==> src/rtl/pfu_scaler.sv <==
// pfu_scaler: complex gain scaler between the IFFT and the DAC.
// It applies a fixed-point gain, rounds half-up and saturates symmetrically.
// Gain changes take effect only at symbol starts.
// It also flags the last sample of each symbol and counts clipped outputs.
module pfu_scaler #(
  parameter int unsigned DI_W         = 12,
  parameter int unsigned DO_W         = 12,
  parameter int unsigned GAIN_W       = 8,
  parameter int unsigned GAIN_FRAC    = 3,
  parameter int unsigned SYM_LEN      = 512,
  parameter int unsigned DEFAULT_GAIN = 181
) (
  input  logic              clk,
  input  logic              rst,
  input  logic [DI_W-1:0]   di_re,
  input  logic [DI_W-1:0]   di_im,
  input  logic              di_vld,
  input  logic [GAIN_W-1:0] gain_in,
  input  logic              gain_wr,
  input  logic              sat_clr,
  output logic [DO_W-1:0]   do_re,
  output logic [DO_W-1:0]   do_im,
  output logic              do_vld,
  output logic              do_last,
  output logic [15:0]       sat_cnt
);

  localparam int unsigned CNT_W = (SYM_LEN > 1) ? $clog2(SYM_LEN) : 1;
  localparam int unsigned P_W   = DI_W + GAIN_W + 1;
  localparam int unsigned Q_W   = P_W + 1;
  localparam int unsigned R_W   = Q_W - GAIN_FRAC;

  localparam logic [CNT_W-1:0]      LAST_IDX = CNT_W'(SYM_LEN - 1);
  localparam logic [GAIN_W-1:0]     GAIN_RST = GAIN_W'(DEFAULT_GAIN);
  localparam logic signed [Q_W-1:0] RND      = Q_W'(1 << (GAIN_FRAC - 1));
  localparam logic signed [R_W-1:0] SAT_HI   = R_W'((1 << (DO_W - 1)) - 1);
  localparam logic signed [R_W-1:0] SAT_LO   = -SAT_HI;

  // Symbol position and gain bookkeeping
  logic [CNT_W-1:0]  cnt;
  logic [GAIN_W-1:0] gain_act;
  logic [GAIN_W-1:0] gain_pend;
  logic              pend_flag;
  logic              sym_start;
  logic [GAIN_W-1:0] gain_sel;

  // Pipeline registers
  logic                    s1_vld, s1_last;
  logic [DI_W-1:0]         s1_re, s1_im;
  logic [GAIN_W-1:0]       s1_gain;
  logic                    s2_vld, s2_last;
  logic signed [P_W-1:0]   s2_p_re, s2_p_im;
  logic                    s3_vld, s3_last;
  logic signed [R_W-1:0]   s3_r_re, s3_r_im;
  logic                    do_clip;

  // Combinational stage results
  logic signed [P_W-1:0]   prod_re, prod_im;
  logic signed [Q_W-1:0]   sum_re, sum_im;
  logic signed [Q_W-1:0]   sh_re, sh_im;
  logic [DO_W:0]           sat_re, sat_im;

  // A pending gain is picked up by the first sample of a symbol
  assign sym_start = di_vld && (cnt == '0);
  assign gain_sel  = (sym_start && pend_flag) ? gain_pend : gain_act;

  // Returns {clip, value} with the value clamped to the symmetric output range
  function automatic logic [DO_W:0] saturate(input logic signed [R_W-1:0] r);
    if (r > SAT_HI)      return {1'b1, DO_W'(SAT_HI)};
    else if (r < SAT_LO) return {1'b1, DO_W'(SAT_LO)};
    else                 return {1'b0, DO_W'(r)};
  endfunction

  // Sample counter and boundary-aligned gain update; a write beats a same-cycle apply
  always_ff @(posedge clk) begin
    if (rst) begin
      cnt       <= '0;
      gain_act  <= GAIN_RST;
      gain_pend <= '0;
      pend_flag <= 1'b0;
    end else begin
      if (di_vld) cnt <= (cnt == LAST_IDX) ? '0 : cnt + CNT_W'(1);
      if (sym_start && pend_flag) begin
        gain_act  <= gain_pend;
        pend_flag <= 1'b0;
      end
      if (gain_wr) begin
        gain_pend <= gain_in;
        pend_flag <= 1'b1;
      end
    end
  end

  // Signed product with the gain zero-extended to stay positive
  always_comb begin
    prod_re = P_W'($signed(s1_re)) * P_W'($signed({1'b0, s1_gain}));
    prod_im = P_W'($signed(s1_im)) * P_W'($signed({1'b0, s1_gain}));
  end

  // Round half-up, one guard bit so the bias add cannot overflow
  always_comb begin
    sum_re = Q_W'(s2_p_re) + RND;
    sum_im = Q_W'(s2_p_im) + RND;
    sh_re  = sum_re >>> GAIN_FRAC;
    sh_im  = sum_im >>> GAIN_FRAC;
  end

  // Symmetric clamp of the rounded values
  always_comb begin
    sat_re = saturate(s3_r_re);
    sat_im = saturate(s3_r_im);
  end

  // S1..S4 pipeline; outputs are zeroed whenever not valid
  always_ff @(posedge clk) begin
    if (rst) begin
      s1_vld  <= 1'b0;
      s1_last <= 1'b0;
      s1_re   <= '0;
      s1_im   <= '0;
      s1_gain <= '0;
      s2_vld  <= 1'b0;
      s2_last <= 1'b0;
      s2_p_re <= '0;
      s2_p_im <= '0;
      s3_vld  <= 1'b0;
      s3_last <= 1'b0;
      s3_r_re <= '0;
      s3_r_im <= '0;
      do_vld  <= 1'b0;
      do_last <= 1'b0;
      do_re   <= '0;
      do_im   <= '0;
      do_clip <= 1'b0;
    end else begin
      s1_vld  <= di_vld;
      s1_last <= di_vld && (cnt == LAST_IDX);
      s1_re   <= di_re;
      s1_im   <= di_im;
      s1_gain <= gain_sel;
      s2_vld  <= s1_vld;
      s2_last <= s1_last;
      s2_p_re <= prod_re;
      s2_p_im <= prod_im;
      s3_vld  <= s2_vld;
      s3_last <= s2_last;
      s3_r_re <= R_W'(sh_re);
      s3_r_im <= R_W'(sh_im);
      do_vld  <= s3_vld;
      do_last <= s3_vld && s3_last;
      do_re   <= s3_vld ? sat_re[DO_W-1:0] : '0;
      do_im   <= s3_vld ? sat_im[DO_W-1:0] : '0;
      do_clip <= s3_vld && (sat_re[DO_W] || sat_im[DO_W]);
    end
  end

  // Clip counter: clear wins, holds at full scale
  always_ff @(posedge clk) begin
    if (rst || sat_clr)                   sat_cnt <= '0;
    else if (do_clip && sat_cnt != '1)    sat_cnt <= sat_cnt + 16'd1;
  end

endmodule
==> config.mk <==
export PLATFORM = sky130hd
export DESIGN_NAME = pfu_scaler
export DESIGN_NICKNAME = d
export VERILOG_FILES = /design/src/rtl/pfu_scaler.sv
export SDC_FILE = /design/constraint.sdc
export NUM_CORES = 1
export LEC_CHECK = 0
export BUFFER_PORTS_ARGS = -buffer_cell sky130_fd_sc_hd__buf_2
export CAP_MARGIN = 20
export CORE_MARGIN = 4
export CORE_UTILIZATION = 57
export CTS_CLUSTER_SIZE = 12
export DETAILED_ROUTE_END_ITERATION = 10
export PLACE_DENSITY_LB_ADDON = 0.3
export SETUP_SLACK_MARGIN = 0.1
export SLEW_MARGIN = 20
export SYNTH_ARGS = -nofsm -noshare
export SYNTH_HDL_FRONTEND = slang
export SYNTH_SLANG_ARGS = --single-unit
==> constraint.sdc <==
create_clock -name clk -period 8.89 [get_ports clk]
set_clock_uncertainty 0.1 [all_clocks]
set_input_delay 1.3335 -clock clk [delete_from_list [all_inputs] [get_ports clk]]
set_output_delay 1.3335 -clock clk [all_outputs]
set_load 0.005 [all_outputs]
==> results of run 1 <==
==> final timing paths <==
check                   startpoint                      to  slack [ps]  cells after the start
min reg2reg     s3_last$_SDFF_PP0_      do_last$_SDFF_PP0_         330                      1
max reg2reg  s1_gain[2]$_SDFF_PP0_  s2_p_re[17]$_SDFF_PP0_        3570                     14
max          s1_gain[2]$_SDFF_PP0_  s2_p_re[17]$_SDFF_PP0_        3570                     14
min             s3_last$_SDFF_PP0_      do_last$_SDFF_PP0_         330                      1
==> cells by family (layout without fill, tap and decap cells) <==
kind of cell	count (synthesis)	in the layout	share of synthesized area, %
fa+ha+maj	244	244	31.6
mux	24	24	1.83
buf+inv	302	373	8.54
compound gates	139	139	6.94
simple gates	520	520	19.4
flops	180	180	26.9
xor+xnor	73	73	4.78
==> per-layer routing <==
metal	vias to the layer above	part of all wire (%)	track usage [%]
met5	-	0	0
met4	0	1.2	4.89
met3	28	5.3	3.42
met2	244	48	35.3
met1	4683	46	29.1
li1	4747	-	-
==> power by group through the flow <==
stage / combinational [mW] / clock, mW / sequential (mW)
after detailed placement: 0.566 / 0 / 0.976
final: 0.567 / 0.760 / 0.959
after global routing: 0.661 / 0.810 / 0.970
after floorplan: 0.465 / 0 / 0.941
after global placement: 0.553 / 0 / 0.973
after CTS: 0.573 / 0.774 / 0.957
==> critical path, delay by kind of cell (launching register included) <==
family                     cells  cell delay, ps
buffers and inverters          3             140
AOI/OAI and AO/OA              4            1090
muxes                          1             350
adders and majority gates      5            2400
and+or+nand+nor                1             180
DFF                            1             910
==> through the flow <==
| stage | utilization [%] | std cells | hold slack, ps | cell area (um^2) |
|---|---|---|---|---|
| floorplan | - | 1482 | 306 | 13400 |
| global placement | 61.4 | 1834 | 322 | 14000 |
| detailed placement | 61.4 | 1834 | 318 | 14000 |
| CTS | 64.0 | 1866 | 334 | 14600 |
| global route | 64.0 | 1866 | 342 | 14600 |
| finish | 64.0 | 1866 | 333 | 14600 |
==> final cells by class <==
cell class	count	area, um^2	share of cell area, %
multi-input cells	1000	8640	59.1
well taps	313	392	2.68
flip-flops and latches	180	3600	24.7
clock inverters	14	155	1.06
repair buffers	80	408	2.79
clock buffers	18	439	3.01
inverters	261	980	6.70
==> sequential cells by signal, summed over array words and instances, names as in the netlist, 5 cells and up <==
name / count
do_re: 12
gain_pend: 8
s3_r_im: 19
do_im: 12
cnt: 9
gain_act: 8
s3_r_re: 19
sat_cnt: 16
s1_im: 12
s2_p_im: 19
s1_re: 12
s1_gain: 5
s2_p_re: 19
==> cells in the mapped netlist, drive strengths merged, types with 15 or more instances <==
cell type	number	share of area, %
nor3	20	0.79
nand2	139	3.9
a21oi	33	1.2
and2	104	4.9
nor2	122	3.4
inv	261	7.3
dfxtp	180	27
nor2b	45	2.1
nor4	15	0.75
xnor2	41	2.7
ha	88	8.2
xor2	32	2.1
mux2i	20	1.5
fa	156	23
nand3	27	1.0
clkbuf	33	0.93
o21ai	27	1.0
o21a	23	1.3
==> run_results.csv, run 1 <==
group,metric,value,unit
logic_synthesis,synth.yosys.warnings,0,
sta,setup_viol,0,
global_routing,first_global_vias,9736,
routing,drcViolationCount,0,
clock_tree,ctsLongestPathBuffers,2,
power,p_switching,0.779,mW
routing,final_antenna_net_count,0,
worst_setup_path,crit_type,"reg2reg",
power,power.leakage,7.03,nW
routing,wl_per_cell,13.9,um
placement,hpwl,19.8,mm
placement,place.gp.congestion,0.862,
worst_setup_path,cp_max_fo,24,
logic_synthesis,async_reset_ff_share,0,%
routing,routed_via_density,5.20,
logic_synthesis,yosysUniqueCellTypes,56,
clock_tree,clockRootBuffer,"clkbuf_16",
sta,fin_crit,5320,ps
sta,max_freq,0.188,GHz
worst_setup_path,critPathLaunchType,"flop",
power,p_clk_share,33.2,%
clock_tree,clock_latency,440,ps
clock_tree,postCtsHoldBufs,0,
global_routing,grt_overflow,0,
worst_setup_path,worstPathArrival,5540,ps
floorplan,num_io_pins,79,
logic_synthesis,syn-num-nets,1763,
sta,hold_violations,0,
routing,drt_pass1_iterations,5,
floorplan,coreArea,22800,um^2
power,p_comb_share,24.8,%
worst_hold_path,hold_class,"reg2reg",
logic_synthesis,synth_edf_count,0,
cells_and_area,fill_cells,1916,
worst_setup_path,critical_path.most_common_cell,"fa_1",
cells_and_area,layout_commonest_cell,"inv_1",
routing,vias,9702,
global_routing,grt_use_total,21.1,%
worst_setup_path,cp.required,9110,ps
global_routing,grt_pass1_wl,45.5,mm
worst_setup_path,worstPathCellList,"nand2_1 -> fa_1 -> inv_1 -> fa_1 -> fa_1 -> inv_1 -> fa_1 -> inv_1 -> ha_1 -> a21o_1 -> o41ai_2 -> o21ai_2 -> o31ai_2 -> mux2_2",
sta,finalCritPeriodShare,59.8,%
logic_synthesis,ys_ff_latch,180,
sta,worst_pin_slew,896,ps
sta,fin_tns_setup,0,ps
clock_tree,cts_made_buffers,17,
logic_synthesis,ys_seq_area_share,26.9,%
logic_synthesis,syn_inst,1482,
routing,wirelength,25.9,mm
worst_setup_path,max_stage_delay,910,ps
clock_tree,postCtsSetupBuffers,0,
run,maxCapViolCount,0,
cells_and_area,nNetsFinal,1821,
global_routing,grt_max_degree,87,
logic_synthesis,synth-main-ff-cell,"dfxtp_1",
floorplan,rows,55,
sta,slew_violations,0,
cells_and_area,area_delta_synth_final,9.20,%
floorplan,die_y,161,um
sta,fin_ws,3570,ps
placement,numPortBuffers,78,
cells_and_area,n_antenna_cell,0,
sta,rsz0062_at_grt,"false",
placement,pre_cts_ws,3640,ps
sta,maxSlewHeadroom,40.2,%
floorplan,start_util,58.6,%
floorplan,die_w,161,um
logic_synthesis,syn_area,13400,um^2
logic_synthesis,synth.avg_cell_area,9.03,um^2
clock_tree,cts_sinks,180,
cells_and_area,layout-drive-gt1-share,8.37,%
power,p_int,1.51,mW
clock_tree,tritoncts,"built",
cells_and_area,final_cell_mix,"inv_1 (261), dfxtp_1 (180), fa_1 (156)",
outcome,outcome,"finished, final reports clean",
power,power.share.switching,34.1,%
power,power,2.29,mW
power,power_density,156,nW/um^2
clock_tree,htreeDepth,4,
clock_tree,cts.repair.resized,0,
global_routing,antenna_found_initial,0,
routing,drt_iter0_drc,654,
clock_tree,path_clk_slew,80,ps
worst_setup_path,crit_path_end_kind,"flop",
worst_setup_path,worst_path_max_delay_cell,"dfxtp_1",
power,p_seq_share,42.0,%
power,ir_drop,0.109,mV
floorplan,die_area,26000,um^2
No activity file was read; power rests on OpenSTA's default activity.
==> run 2, diff against run 1 <==
==> constraint.sdc (replaced) <==
create_clock -name clk -period 5.4 [get_ports clk]
set_clock_uncertainty 0.1 [all_clocks]
set_input_delay 0.81 -clock clk [delete_from_list [all_inputs] [get_ports clk]]
set_output_delay 0.81 -clock clk [all_outputs]
set_load 0.005 [all_outputs]
==> run_results.csv, run 2 (synthesized netlist as in run 1, its figures left out) <==
group,metric,value,unit
global_routing,grt_pass1_wl,45.0,mm
routing,drt_iter0_drc,694,
routing,wl_met2,12.2,mm
global_routing,antenna_found_initial,1,
floorplan,start_util,58.6,%
floorplan,rows,55,
placement,post_dp_cell_area,14100,um^2
sta,finalCritPeriodShare,93.6,%
worst_setup_path,reg2reg_depth,16,
routing,wirelength,25.9,mm
sta,fin_crit,5050,ps
worst_hold_path,hold_class,"reg2reg",
global_routing,grt_use_total,20.8,%
clock_tree,clock_latency,440,ps
routing,vias,9722,
clock_tree,path_clk_slew,80,ps
global_routing,grt_max_degree,88,
worst_setup_path,cp_max_fo,13,
cells_and_area,final_area,14700,um^2
sta,hold_violations,0,
power,power_density,256,nW/um^2
routing,wl_per_cell,13.8,um
worst_hold_path,hold_path_depth,1,
clock_tree,cts_sinks,180,
power,ir_drop,0.161,mV
worst_setup_path,worstPathArrival,5330,ps
sta,worst_pin_slew,865,ps
worst_setup_path,reg2reg_from,"gain_act[3]$_SDFFE_PP0P_",
global_routing,grt_overflow,0,
sta,rsz0062_at_grt,"false",
clock_tree,htreeDepth,4,
cells_and_area,finalNonFillerCells,1876,
routing,drt-met1-wl,11.9,mm
clock_tree,tritoncts,"built",
cells_and_area,multi_input_area,8640,um^2
routing,final_antenna_net_count,0,
cells_and_area,final_util,64.3,%
run,maxCapViolCount,0,
clock_tree,clockRootBuffer,"clkbuf_16",
worst_hold_path,min-delay-start,"s2_vld$_SDFF_PP0_",
cells_and_area,area_delta_synth_final,9.85,%
cells_and_area,n_antenna_cell,0,
sta,hold_ws,338,ps
worst_setup_path,crit_type,"reg2reg",
sta,max_freq,0.198,GHz
routing,drcViolationCount,0,
worst_setup_path,critPathLaunchType,"flop",
placement,pre_cts_ws,376,ps
routing,drt_pass1_iterations,7,
routing,top_layer_used,"met5",
worst_setup_path,cp.required,5670,ps
sta,fin_tns_setup,0,ps
power,power,3.77,mW
placement,numPortBuffers,78,
cells_and_area,nNetsFinal,1831,
cells_and_area,seq_area,3610,um^2
cells_and_area,final_cell_mix,"inv_1 (261), dfxtp_1 (177), fa_1 (156)",
cells_and_area,fill_cells,1928,
routing,routed_via_density,5.18,
cells_and_area,layout-drive-gt1-share,9.15,%
sta,slew_violations,0,
floorplan,num_io_pins,79,
clock_tree,ctsLongestPathBuffers,2,
floorplan,coreArea,22800,um^2
sta,maxSlewHeadroom,42.3,%
worst_hold_path,whs_endpoint,"s3_vld$_SDFF_PP0_",
routing,dr_wl_met3,1.42,mm
power,power.leakage,7.09,nW
sta,fin_ws,345,ps
placement,dp.cells,1844,
placement,hpwl,20.3,mm
worst_setup_path,worst-r2r-setup-slack,350,ps
global_routing,first_global_vias,9621,
outcome,outcome,"finished, final reports clean",
sta,setup_viol,0,
clock_tree,cts_made_buffers,17,
placement,place.gp.congestion,0.918,
floorplan,die_area,26000,um^2
floorplan,die_w,161,um
worst_setup_path,crit_path_end_kind,"flop",
cells_and_area,layout_commonest_cell,"inv_1",
floorplan,die_y,161,um
worst_setup_path,worstReg2RegEnd,"s2_p_im[20]$_SDFF_PP0_",
==> run 2: where the power goes <==
part           internal [mW]  leakage, nW  switching, mW
Sequential              1.45         1.48          0.120
Clock                  0.635        0.288          0.621
Combinational          0.395         5.32          0.549
==> run 2: timing repair <==
action                                  in CTS  in global routing
hold buffers                                 0                  0
gates resized for setup                      0                  3
buffers inserted                             0                  0
endpoints found under the setup margin       0                  3
==> run 2: area by class of cell <==
type / instances / share of cell area, %
flip-flops and latches: 180 / 24.5
well taps: 313 / 2.66
repair buffers: 90 / 3.29
clock inverters: 14 / 1.11
multi-input cells: 1000 / 58.8
clock buffers: 18 / 2.99
inverters: 261 / 6.66
==> run 2: per-layer routing <==
layer,GRT usage [%],vias up
met1,28.9,4709
met3,3.85,23
met5,0,-
met4,4.89,2
met2,34.2,227
li1,-,4761
==> run 2: worst max-delay path, stage by stage, from the launching register on <==
cell     delay (ps)
dfxtp_1         600
buf_4           270
nand2_1         150
inv_1           100
fa_1            470
inv_1           190
fa_1            450
fa_1            520
fa_1            550
inv_1            40
ha_1            380
a21o_1          250
a21o_1          180
a21oi_1         210
nand2_1          80
o21ai_0         230
mux2i_1         210
==> run 2: worst max path at each step <==
stage	from	to	slack, ps	cells past startpoint
finish	gain_act[3]$_SDFFE_PP0P_	s2_p_im[20]$_SDFF_PP0_	350	16
global route	gain_act[3]$_SDFFE_PP0P_	s2_p_im[20]$_SDFF_PP0_	100	16
CTS	gain_act[1]$_SDFFE_PP0P_	s2_p_im[20]$_SDFF_PP0_	350	14
detailed placement	gain_act[1]$_SDFFE_PP0P_	s2_p_im[20]$_SDFF_PP0_	380	14
global placement	gain_act[1]$_SDFFE_PP0P_	s2_p_im[20]$_SDFF_PP0_	410	14
floorplan	s1_gain[5]$_SDFF_PP0_	s2_p_re[17]$_SDFF_PP0_	620	15
